--- src/rtl/rv32i_types.sv ---
// rv32i_types: shared store-queue entry, store funct3 encodings and drain FSM states.
package rv32i_types;
    typedef struct packed {
        logic        valid;
        logic [31:0] addr;
        logic [31:0] data;
        logic [2:0]  funct3;
    } sb_entry_t;
    typedef enum logic [2:0] {SB = 3'b000, SH = 3'b001, SW = 3'b010} store_funct3_t;
    typedef enum logic {IDLE, WRITE} drain_state_t;
endpackage

--- src/rtl/store_drain_unit_align.sv ---
// store_lane_align: byte-lane mask, replicated write data and alignment check for one store.
module store_lane_align
    import rv32i_types::*;
(
    input  logic [2:0]  funct3,
    input  logic [1:0]  addr_lo,
    input  logic [31:0] data,
    output logic [3:0]  wmask,
    output logic [31:0] wdata,
    output logic        misaligned
);
    always_comb begin
        wmask      = funct3 == SW ? 4'b1111 : (funct3 == SH ? 4'b0011 : 4'b0001) << addr_lo;
        wdata      = funct3 == SW ? data : funct3 == SH ? {2{data[15:0]}} : {4{data[7:0]}};
        misaligned = funct3 == SH ? addr_lo[0] : funct3 == SW ? |addr_lo : funct3 != SB;
    end
endmodule

--- src/rtl/store_drain_unit.sv ---
// store_drain_unit: pops committed stores and issues them as held, byte-masked word writes.
module store_drain_unit
    import rv32i_types::*;
#(
    parameter int CNT_W = 32
) (
    input  logic             clk,
    input  logic             rst_n,
    input  sb_entry_t        sq_entry,
    input  logic             sq_empty,
    output logic             sq_deq,
    input  logic             drain_en,
    output logic [31:0]      dmem_addr,
    output logic [3:0]       dmem_wmask,
    output logic [31:0]      dmem_wdata,
    input  logic             dmem_resp,
    input  logic [31:0]      ld_addr,
    output logic             ld_conflict,
    output logic             busy,
    output logic             err_misaligned,
    output logic [CNT_W-1:0] drained_cnt
);
    drain_state_t state, state_d;
    logic [3:0]   al_mask;
    logic [31:0]  al_data;
    logic         al_mis;
    logic         launch;

    store_lane_align u_align (
        .funct3    (sq_entry.funct3),
        .addr_lo   (sq_entry.addr[1:0]),
        .data      (sq_entry.data),
        .wmask     (al_mask),
        .wdata     (al_data),
        .misaligned(al_mis)
    );

    // The pop is combinational so the entry is latched on the same edge it leaves the queue.
    assign busy        = state != IDLE;
    assign sq_deq      = rst_n && !busy && !sq_empty && drain_en;
    assign launch      = sq_deq && sq_entry.valid && !al_mis;
    assign ld_conflict = busy && ((ld_addr | 32'h3) == (dmem_addr | 32'h3));

    always_comb begin
        state_d = busy ? (dmem_resp ? IDLE : WRITE) : (launch ? WRITE : IDLE);
    end

    always_ff @(posedge clk or negedge rst_n)
        if (!rst_n) state <= IDLE;
        else        state <= state_d;

    always_ff @(posedge clk or negedge rst_n) begin
        if (!rst_n) begin
            dmem_addr      <= '0;
            dmem_wmask     <= '0;
            dmem_wdata     <= '0;
            err_misaligned <= 1'b0;
            drained_cnt    <= '0;
        end else begin
            err_misaligned <= sq_deq && sq_entry.valid && al_mis;
            if (launch) begin
                dmem_addr  <= {sq_entry.addr[31:2], 2'b00};
                dmem_wmask <= al_mask;
                dmem_wdata <= al_data;
            end else if (busy && dmem_resp) begin
                dmem_wmask  <= '0;
                drained_cnt <= drained_cnt + CNT_W'(1);
            end
        end
    end
endmodule

--- config.mk ---
export PLATFORM = sky130hd
export DESIGN_NAME = store_drain_unit
export DESIGN_NICKNAME = d
export VERILOG_FILES = /design/src/rtl/rv32i_types.sv /design/src/rtl/store_drain_unit_align.sv /design/src/rtl/store_drain_unit.sv
export SDC_FILE = /design/constraint.sdc
export NUM_CORES = 1
export LEC_CHECK = 0
export ABC_AREA = 0
export CORE_ASPECT_RATIO = 1.75
export CORE_MARGIN = 1
export CORE_UTILIZATION = 46
export DETAILED_ROUTE_END_ITERATION = 8
export PLACE_DENSITY = 0.87
export SKIP_LAST_GASP = 1
export SYNTH_ARGS = -nofsm -noshare
export SYNTH_HDL_FRONTEND = slang
export SYNTH_SLANG_ARGS = --single-unit
--- constraint.sdc ---
create_clock -name clk -period 4.17 [get_ports clk]
set_input_delay 0.834 -clock clk [delete_from_list [all_inputs] [get_ports clk]]
set_output_delay 0.834 -clock clk [all_outputs]
set_load 0.02 [all_outputs]
==> results.toml <==
[outcome]
status = "finished, final reports clean"

[global_route]
grt.total_usage_pct = 25.15
first_global_vias = 4162
grt_pass1_wl_um = 20560
use_met1_pct = 25.62
use_met2_pct = 44.78
met3_usage_pct = 8.000
busiest_layer = "met2"
grt_overflow = 0
grt_max_degree = 52
antenna_found_initial = 1

[clocking]
clockBufferDepth = 2
cts.clk_slew.worst_paths_ns = 0.06
root_buffer = "clkbuf_16"
post-cts-setup-buffer-count = 0
cts_buffers = 9
clock_latency_ns = 0.34
cts_tree = "built"
htreeDepth = 3
cts_hold_buf = 0
clock_sinks = 100

[finish]
nFillCells = 718
layout.nets = 712
final_util_pct = 72.30
finalNonFillerCells = 736
multiInputGateArea_sq_um = 2148
post_route_cells_drive_above_1_share_pct = 11.13
seqCellArea_sq_um = 2502
syn_to_final_growth_pct = 51.53
antenna_cells = 0

[worst_setup_path]
cp.required_ns = 3.34
critPathCaptureType = "output pin"
cp-start-kind = "input pin"
worstPathMaxFanout = 1
arrival_ns = 2.88
critical_path_class = "input pin to output pin"

[floorplan]
ios = 209
core_sq_um = 9970
rows = 48
die_w_um = 78.87
fp.dieH_um = 136.5
start_util_pct = 47.72
die-area_sq_um = 10770

[sta]
fin_crit_ns = 3.710
rsz0062_at_grt = "false"
drv_slew = 0
post-route-period-util_pct = 88.97
setup_violations = 0
setup-tns-final_ns = 0
tightest_slew_ns = 0.9173
fmax_mhz = 269.5
hold_viol = 0
skew_ns = 0.009595
maxSlewHeadroom_pct = 38.66

[power_and_ir_drop]
max-vdd-ir-drop_v = 0.0002721
cellPowerDensity_nw_per_um2 = 408.5
p_leak_nw = 3.000

[route]
viasPerCell = 5.495
avgRoutedWirePerCell_um = 17.81
drc = 0
drtAntennaViolNets = 0
drt_iter0_drc = 127
finalWirelength_um = 13110
vias = 4044
first_pass_iters = 5

[logic_synthesis]
yosysWarnings = 0
netlist_top_cells_area = "dfrtp_1 53%, mux2_2 9.5%, xnor2_1 8.8%"
synth_commonest_cells = "100 x dfrtp_1, 49 x o21ai_0, 48 x xnor2_1, 40 x mux2_2"
synth_flop_cell = "dfrtp_1"
synthArstFlopShare_pct = 100.0
ys_types = 41
yosysMostFrequentCell = "dfrtp_1"
postSynthAreaPerCell_sq_um = 11.69
yosysSeqAreaShare_pct = 52.60
synth_top_area_share_pct = 52.60
synthCells = 407
yosysTopAreaCell = "dfrtp_1"
synth_edf_count = 0
synth_area_sq_um = 4757
synth_seq_cells = 100

[placement]
dp_hpwl_um = 10040
numPlacedInstances = 720
io_buffers = 204
gp_congestion = 0.8588

[hold_path]
min_path_type = "register to register"

[job]
maxCapViolations = 0
==> where the power goes <==
part / internal (mW) / total (mW) / switching, mW / leakage [nW]
Sequential: 1.11 / 1.23 / 0.119 / 1.32
Clock: 0.483 / 0.835 / 0.352 / 0.142
Combinational: 0.477 / 0.878 / 0.402 / 1.53
Total: 2.07 / 2.94 / 0.873 / 3.00
==> area by class of cell <==
class                           instances  share of cell area (%)
Clock inverter                          5                  0.8158
Tap cell                              125                   2.170
Clock buffer                           11                   3.367
Multi-Input combinational cell        284                   29.80
Sequential cell                       100                   34.72
Inverter                                2                  0.1041
Timing Repair Buffer                  209                   29.02
==> cell families (layout without fill, tap and decap cells) <==
| logic type | after synthesis | after routing | share of synthesized area [%] |
|---|---|---|---|
| buffers and inverters | 24 | 227 | 2.367 |
| DFF | 100 | 100 | 52.60 |
| xor gates and xnor gates | 62 | 62 | 11.42 |
| other | 1 | 2 | 0.07883 |
| and+or+nand+nor | 86 | 86 | 10.63 |
| AOI/OAI and AO/OA | 75 | 75 | 9.390 |
| adders and majority gates | 1 | 1 | 0.2630 |
| muxes | 58 | 58 | 13.26 |
==> metrics by stage <==
stage	setup slack (ns)	total power [mW]	hold slack (ns)	area, sq um
global route	0.3072	3.073	0.4895	7208
floorplan	1.051	1.633	0.5384	4761
CTS	0.07430	2.975	0.4786	7206
finish	0.4598	2.945	0.4765	7208
global placement	0.1072	2.103	0.4630	6904
detailed placement	0.09025	2.129	0.4700	6904
==> placed cells by master (no fill, tap or decap), drive strengths merged, types with 4 or more instances in the layout <==
| cell type | n |
|---|---|
| dfrtp | 100 |
| o22a | 9 |
| nand4 | 19 |
| xor2 | 14 |
| nor3 | 10 |
| nand3 | 9 |
| mux2 | 40 |
| o21ai | 50 |
| clkdlybuf4s50 | 202 |
| nand2 | 17 |
| and4 | 4 |
| buf | 6 |
| mux2i | 18 |
| xnor2 | 48 |
| clkbuf | 11 |
| o22ai | 8 |
| nor2 | 8 |
==> metal layers <==
| metal | part of all wire, % | up-vias |
|---|---|---|
| met5 | 0.099 | - |
| met4 | 4.5 | 2 |
| met3 | 8.0 | 38 |
| met2 | 53 | 193 |
| met1 | 34 | 1953 |
| li1 | - | 1858 |
==> path summary, 6_finish.rpt <==
kind                                                  start  cells after the start                     endpoint  slack [ns]
worst max-delay path                            ld_addr[29]                      6                  ld_conflict        0.46
worst min-delay path            drained_cnt[31]$_DFFE_PN0P_                      1  drained_cnt[31]$_DFFE_PN0P_        0.48
worst max register to register               busy$_DFF_PN0_                      5    dmem_addr[11]$_DFFE_PN0P_        1.95
worst min register to register  drained_cnt[31]$_DFFE_PN0P_                      1  drained_cnt[31]$_DFFE_PN0P_        0.48
max in group asynchronous                             rst_n                      3    dmem_addr[22]$_DFFE_PN0P_        2.44
min in group asynchronous                             rst_n                      2   dmem_wdata[26]$_DFFE_PN0P_        0.60
==> state kept, by name, indices dropped and copies added, names as in the netlist <==
signal,flops
dmem_wmask,4
dmem_addr,30
err_misaligned,1
dmem_wdata,32
drained_cnt,32
busy,1
==> worst max-delay path, cell delays in order <==
cell,delay (ns)
clkdlybuf4s50_1,0.48
xnor2_1,0.14
nand4_1,0.30
or4_1,0.54
nor4_1,0.31
dlymetal6s2s_1,0.27
==> what timing repair did <==
item / in CTS / in global routing
hold endpoints to repair: 0 / 0
endpoints found under the setup margin: 0 / 1
resized for setup: 0 / 1
No activity file was read; power rests on OpenSTA's default activity.
